`config.mk`:
```
export PLATFORM = sky130hd
export DESIGN_NAME = gpr_file_flat
export DESIGN_NICKNAME = d
export VERILOG_FILES = /design/src/rtl/gpr_pkg.sv /design/src/rtl/gpr_file_if.sv /design/src/rtl/gpr_clear_seq.sv /design/src/rtl/gpr_file.sv /design/src/flat_wrapper.sv
export SDC_FILE = /design/constraint.sdc
export NUM_CORES = 2
export LEC_CHECK = 0
export CAP_MARGIN = 40
export CORE_ASPECT_RATIO = 1.75
export CORE_MARGIN = 5
export CORE_UTILIZATION = 32
export DETAILED_ROUTE_END_ITERATION = 7
export GPL_TIMING_DRIVEN = 1
export PLACE_DENSITY_LB_ADDON = 0.15
export SYNTH_ARGS = -nofsm -noshare
export SYNTH_HDL_FRONTEND = slang
export SYNTH_SLANG_ARGS = --single-unit
```
`constraint.sdc`:
```
create_clock -name clk -period 5.45 [get_ports clk]
set_input_delay 0.8175 -clock clk [delete_from_list [all_inputs] [get_ports clk]]
set_output_delay 0.8175 -clock clk [all_outputs]
set_load 0.05 [all_outputs]
```
`src/rtl/gpr_pkg.sv`:
```
// Shared constants and FSM state encoding for the general-purpose register file.
package gpr_pkg;

   localparam int GPR_ADDR_W = 5;
   localparam int GPR_DATA_W = 32;

   localparam logic [GPR_ADDR_W-1:0] GPR_ZERO = 5'd0;
   localparam logic [GPR_ADDR_W-1:0] GPR_LAST = 5'd31;

   typedef logic [0:0] gpr_state_t;
   localparam gpr_state_t GPR_CLEAR = 1'b0;
   localparam gpr_state_t GPR_READY = 1'b1;

endpackage

```
`src/rtl/gpr_file_if.sv`:
```
// Writeback bus from the MEM/WB stage into the register file.
interface gpr_file_if #(
   parameter int ADDR_W = gpr_pkg::GPR_ADDR_W,
   parameter int DATA_W = gpr_pkg::GPR_DATA_W
);
   logic              wb_GPR_we;
   logic [ADDR_W-1:0] wb_GPR_waddr;
   logic [DATA_W-1:0] wb_GPR_wdata;

   modport master (output wb_GPR_we, output wb_GPR_waddr, output wb_GPR_wdata);
   modport slave  (input  wb_GPR_we, input  wb_GPR_waddr, input  wb_GPR_wdata);
endinterface

```
`src/rtl/gpr_clear_seq.sv`:
```
// Post-reset clear sequencer: walks GPR1..GPR(NUM_REGS-1) writing zero, one per cycle.
module gpr_clear_seq
   import gpr_pkg::*;
#(
   parameter int ADDR_W   = GPR_ADDR_W,
   parameter int NUM_REGS = 2 ** ADDR_W
) (
   input  logic              clk,
   input  logic              reset,
   output logic              clr_we,
   output logic [ADDR_W-1:0] clr_addr,
   output logic              init_busy
);

   localparam logic [ADDR_W-1:0] LAST_ADDR = ADDR_W'(NUM_REGS - 1);

   gpr_state_t        state;
   logic [ADDR_W-1:0] clr_ptr;

   // NOTE: sequential state uses non-blocking assignments so every flop samples pre-edge values.
   always_ff @(posedge clk) begin
      if (reset) begin
         state   <= GPR_CLEAR;
         clr_ptr <= ADDR_W'(1);
      end else if (state == GPR_CLEAR) begin
         clr_ptr <= clr_ptr + ADDR_W'(1);
         if (clr_ptr == LAST_ADDR) state <= GPR_READY;
      end
   end

   assign init_busy = (state == GPR_CLEAR);
   assign clr_we    = init_busy;
   assign clr_addr  = clr_ptr;

endmodule

```
`src/rtl/gpr_file.sv`:
```
// Register file with two ID read ports, a debug port and a post-reset clear sequence.
// Optional write-through bypass on the ID ports: define GPR_WB_FWD_EN.
module gpr_file
   import gpr_pkg::*;
#(
   parameter int DATA_W   = GPR_DATA_W,
   parameter int ADDR_W   = GPR_ADDR_W,
   parameter int NUM_REGS = 2 ** ADDR_W
) (
   input  logic              clk,
   input  logic              reset,
   gpr_file_if.slave         wb,
   input  logic [ADDR_W-1:0] id_rs_addr,
   input  logic [ADDR_W-1:0] id_rt_addr,
   output logic [DATA_W-1:0] id_rs_data,
   output logic [DATA_W-1:0] id_rt_data,
   input  logic [ADDR_W-1:0] dbg_addr,
   output logic [DATA_W-1:0] dbg_data,
   output logic              init_busy,
   output logic [31:0]       wb_write_cnt
);

   logic              clr_we;
   logic [ADDR_W-1:0] clr_addr;
   logic              wb_commit;
   logic              arr_we;
   logic [ADDR_W-1:0] arr_addr;
   logic [DATA_W-1:0] arr_wdata;
   logic [31:0]       wb_cnt_q;
   logic [DATA_W-1:0] regs [NUM_REGS];

   gpr_clear_seq #(.ADDR_W(ADDR_W), .NUM_REGS(NUM_REGS)) u_clear_seq (
      .clk       (clk),
      .reset     (reset),
      .clr_we    (clr_we),
      .clr_addr  (clr_addr),
      .init_busy (init_busy)
   );

   assign wb_commit = !reset && !init_busy && wb.wb_GPR_we && (wb.wb_GPR_waddr != '0);

   // The clear sequencer owns the write port for as long as it runs.
   assign arr_we    = !reset && (clr_we || wb_commit);
   assign arr_addr  = clr_we ? clr_addr : wb.wb_GPR_waddr;
   assign arr_wdata = clr_we ? '0 : wb.wb_GPR_wdata;

   // NOTE: no reset on the array so it maps to LUTRAM; the clear sequencer zeroes it instead.
   always_ff @(posedge clk) begin
      if (arr_we) regs[arr_addr] <= arr_wdata;
   end

   always_ff @(posedge clk) begin
      if (reset)          wb_cnt_q <= '0;
      else if (wb_commit) wb_cnt_q <= wb_cnt_q + 32'd1;
   end

   assign wb_write_cnt = wb_cnt_q;

`ifdef GPR_WB_FWD_EN
   logic fwd_ok;
   assign fwd_ok = !init_busy && wb.wb_GPR_we && (wb.wb_GPR_waddr != '0);
`endif

   // NOTE: every output gets a default first so no latch is inferred.
   always_comb begin
      id_rs_data = '0;
      id_rt_data = '0;
      dbg_data   = '0;
      if (!init_busy) begin
         if (id_rs_addr != '0) id_rs_data = regs[id_rs_addr];
         if (id_rt_addr != '0) id_rt_data = regs[id_rt_addr];
         if (dbg_addr   != '0) dbg_data   = regs[dbg_addr];
`ifdef GPR_WB_FWD_EN
         if (fwd_ok && (wb.wb_GPR_waddr == id_rs_addr)) id_rs_data = wb.wb_GPR_wdata;
         if (fwd_ok && (wb.wb_GPR_waddr == id_rt_addr)) id_rt_data = wb.wb_GPR_wdata;
`endif
      end
   end

endmodule

```
`src/flat_wrapper.sv`:
```
// flat-port wrapper written by rule: the top's interface ports become plain ports
module gpr_file_flat import gpr_pkg::*;
#(
   parameter int DATA_W   = GPR_DATA_W,
   parameter int ADDR_W   = GPR_ADDR_W,
   parameter int NUM_REGS = 2 ** ADDR_W
)
  (clk, reset, id_rs_addr, id_rt_addr, id_rs_data, id_rt_data, dbg_addr, dbg_data, init_busy, wb_write_cnt, wb_wb_GPR_we, wb_wb_GPR_waddr, wb_wb_GPR_wdata);
  gpr_file_if #(.ADDR_W(ADDR_W), .DATA_W(DATA_W)) wb_i ();
  input  logic clk;
  input  logic reset;
  input  logic [ADDR_W-1:0] id_rs_addr;
  input  logic [ADDR_W-1:0] id_rt_addr;
  output logic [DATA_W-1:0] id_rs_data;
  output logic [DATA_W-1:0] id_rt_data;
  input  logic [ADDR_W-1:0] dbg_addr;
  output logic [DATA_W-1:0] dbg_data;
  output logic init_busy;
  output logic [31:0] wb_write_cnt;
  input wire logic [$bits(wb_i.wb_GPR_we)-1:0] wb_wb_GPR_we;
  input wire logic [$bits(wb_i.wb_GPR_waddr)-1:0] wb_wb_GPR_waddr;
  input wire logic [$bits(wb_i.wb_GPR_wdata)-1:0] wb_wb_GPR_wdata;
  assign wb_i.wb_GPR_we = wb_wb_GPR_we;
  assign wb_i.wb_GPR_waddr = wb_wb_GPR_waddr;
  assign wb_i.wb_GPR_wdata = wb_wb_GPR_wdata;
  gpr_file #(.DATA_W(DATA_W), .ADDR_W(ADDR_W), .NUM_REGS(NUM_REGS)) u_core (.clk(clk), .reset(reset), .wb(wb_i), .id_rs_addr(id_rs_addr), .id_rt_addr(id_rt_addr), .id_rs_data(id_rs_data), .id_rt_data(id_rt_data), .dbg_addr(dbg_addr), .dbg_data(dbg_data), .init_busy(init_busy), .wb_write_cnt(wb_write_cnt));
endmodule
```
==> flow_summary_export.csv <==
group,metric,value,unit
run_status,status,"completed",
finish,design_area,65300,um2
setup_path,path_cells,"or3b_2 > a221oi_1 > a22oi_1 > nand4_1 > clkdlybuf4s50_1",
synthesis,synth_nets,3990,
routing,viasPerCell,6.21,
synthesis,yosys-top-cells-area,"edfxtp_1 53%, mux2i_1 16%, mux4_2 12%",
clock_tree,cts_setup_buffers,0,
sta,worst-slew-pin-transition,0.895,ns
synthesis,synth.mux.area_fraction,27.4,%
placement,dpl.hpwl,154000,um
clock_tree,cts_resized,0,
synthesis,synth_compound_area_share,10.1,%
sta,finalSetupTns,0,ns
synthesis,syn_avg_cell_area,14.2,um2
power,sw_frac_of_total,23.9,%
floorplan,core,174000,um2
synthesis,syn_inst,3932,
power,leakagePower,22.3,nW
run,max_cap_viol_count,0,
power,ir_drop,237,uV
finish,fillers,16545,
clock_tree,insertion_delay,0.70,ns
synthesis,yosysSeqAreaShare,54.8,%
synthesis,synth-xor-area-share,0.0784,%
floorplan,start_util,32.1,%
routing,drt_wl_total,233000,um
clock_tree,cts_buffers,107,
routing,drt-pass1-iter-count,8,
global_route,grt_pass1_wl,321000,um
min_path,hp-class,"reg -> reg",
finish,syn2layout_area_growth,16.8,%
sta,setup_violations,0,
clock_tree,cts-root-buf,"clkbuf_16",
synthesis,syn_area,55900,um2
synthesis,synth_ff_type,"edfxtp_1",
global_route,gr-usage-all-layers,24.5,%
setup_path,crit_type,"reg -> out",
synthesis,ys_ff_latch,1032,
floorplan,fp.dieW,326,um
placement,place_area,61900,um2
routing,drt_iter0_drc,3969,
routing,vias,39946,
synthesis,synth_top_family_by_area,"multiplexers",
global_route,overflow,0,
power,pwr-share-clk,41.8,%
routing,post_drt_wl_per_cell,36.2,um
placement,finalWeightedCongestion,0.868,
global_route,antenna_found_initial,10,
sta,skew,0.0187,ns
setup_path,slowest_stage,"dfxtp_2",
setup_path,worstSetupStartpointType,"flop",
clock_tree,cts.sinks,1032,
clock_tree,hold_buffers,0,
floorplan,io_pins,184,
sta,post-route-period-util,91.8,%
power,pwr-share-seq,49.7,%
finish,nets,4151,
clock_tree,cts_htree_levels,3,
sta,finalCriticalPeriod,5.00,ns
synthesis,yosysTopAreaCell,"edfxtp_1",
sta,slew_headroom,40.3,%
sta,finalMaxSlewViolations,0,
sta,hold_viol_final,0,
floorplan,die_area,183000,um2
global_route,grt_max_degree,108,
clock_tree,clockBufferDepth,3,
global_route,grt_pass1_vias,41308,
synthesis,yosysWarnings,0,
routing,drc,0,
synthesis,synth_commonest_cells,"994 x edfxtp_1, 868 x mux2i_1, 289 x mux4_2",
synthesis,synth_edf_count,994,
synthesis,yosysTopAreaCellShare,53.4,%
routing,ant_nets,0,
setup_path,worstPathArrival,4.19,ns
finish,final_layout_size_suffix_gt1_share,20.1,%
clock_tree,clk_pin_slew,0.06,ns
power,combPwrFrac,8.5,%
power,p_sw,4.17,mW
setup_path,crit_fanout,32,
finish,utilization,37.5,%
sta,clock.fmax,0.200,GHz
synthesis,synth-simple-area-share,4.74,%
floorplan,fp-row-count,203,
synthesis,synth_most_common_cell,"edfxtp_1",
clock_tree,cts_tree,"yes",
floorplan,die_y,563,um
setup_path,slowest_delay,0.87,ns
sta,rsz0062_at_grt,"false",
setup_path,end_kind,"output pin",
power,p_int,13.3,mW
setup_path,worstPathRequired,4.63,ns
synthesis,yosysUniqueCellTypes,53,
synthesis,async_flop_share,0,%
synthesis,synth_fa_ha_area_share,0.0672,%
power,power_density,268,nW/um2
placement,portBuffers,183,
per-stage QoR:
step | instances | worst slack [ns] | power, mW | hold WS [ns]
3_5_place_dp | 6239 | 0.576 | 10.3 | 0.495
4_1_cts | 6430 | 0.457 | 17.6 | 0.513
6_report | 6434 | 0.447 | 17.5 | 0.516
3_3_place_gp | 6206 | 0.577 | 10.3 | 0.487
5_1_grt | 6431 | 0.354 | 17.9 | 0.528
2_1_floorplan | 3932 | 2.00 | 9.78 | 0.492
flip-flops by register name, indices dropped and copies added (netlist names):
signal,count
u_core.wb_write_cnt,32
u_core.u_clear_seq.state,1
u_core.regs,994
u_core.u_clear_seq.clr_addr,5
power groups by stage:
stage	sequential (mW)	clock, mW	combinational, mW
after detailed placement	8.85	0	1.47
final	8.68	7.31	1.48
after CTS	8.68	7.44	1.47
after global placement	8.85	0	1.47
after floorplan	8.84	0	0.942
after global routing	8.68	7.71	1.53
critical path: cells and delay by family (launching register included):
family	cells	cell delay, ns
buffers and inverters	1	0.83
DFF	1	0.87
and+or+nand+nor	2	0.94
AOI/OAI and AO/OA	2	0.79
final timing paths:
kind                                               start                      to  slack (ns)  cells past startpoint
worst min-delay path              u_core.wb_write_cnt[4]  u_core.wb_write_cnt[4]        0.52                      1
worst min register to register    u_core.wb_write_cnt[4]  u_core.wb_write_cnt[4]        0.52                      1
worst max register to register  u_core.u_clear_seq.state     u_core.regs[18][26]        1.60                      6
worst max-delay path            u_core.u_clear_seq.state            dbg_data[31]        0.45                      5
routing by layer:
metal  global-route usage, %  part of all wire, %
met2                    44.8                   52
met3                    3.28                  5.5
met1                    28.9                   38
met4                    10.3                  4.8
met5                       0                    0
logic make-up after synthesis:
| family | count (synthesis) |
|---|---|
| xor+xnor | 5 |
| flops | 1032 |
| mux | 1165 |
| buf+inv | 376 |
| simple gates | 526 |
| fa+ha+maj | 3 |
| compound gates | 825 |
cell usage in the layout (no fill, tap or decap), types with 5 or more instances in the layout:
| master | instances |
|---|---|
| mux4_2 | 289 |
| a22oi_1 | 285 |
| nand3b_1 | 9 |
| buf_16 | 15 |
| buf_4 | 242 |
| or4_1 | 17 |
| nor2b_4 | 5 |
| edfxtp_1 | 994 |
| buf_8 | 18 |
| nand3_1 | 12 |
| or3b_2 | 11 |
| nor2_1 | 25 |
| o22ai_1 | 287 |
| nor4_1 | 6 |
| o31ai_1 | 16 |
| or3_1 | 5 |
| clkbuf_1 | 24 |
| and3_1 | 6 |
| bufinv_16 | 9 |
| clkinv_2 | 21 |
| clkdlybuf4s50_1 | 93 |
| mux2i_1 | 868 |
| and2_1 | 34 |
| clkinv_1 | 22 |
| nand4_1 | 102 |
| inv_1 | 10 |
| a21oi_1 | 24 |
| mux2_1 | 6 |
| buf_12 | 48 |
| nor2b_1 | 10 |
| nand2_1 | 216 |
| clkbuf_16 | 109 |
| dfxtp_1 | 37 |
| and2_2 | 6 |
| o21ai_0 | 102 |
| nor2_4 | 38 |
| a221oi_1 | 94 |
final cells by class:
| class | instances | area (um2) | area share (%) |
|---|---|---|---|
| inverter | 10 | 37.5 | 0.0575 |
| timing repair buffer | 418 | 4410 | 6.76 |
| antenna | 4 | 10.0 | 0.0153 |
| multi-input combinational | 2524 | 24100 | 36.9 |
| clock inverter | 58 | 509 | 0.780 |
| tap | 2255 | 2820 | 4.32 |
| clock buffer | 133 | 2820 | 4.32 |
| sequential | 1032 | 30600 | 46.9 |
Note: power is estimated with default switching activity, not from simulation.
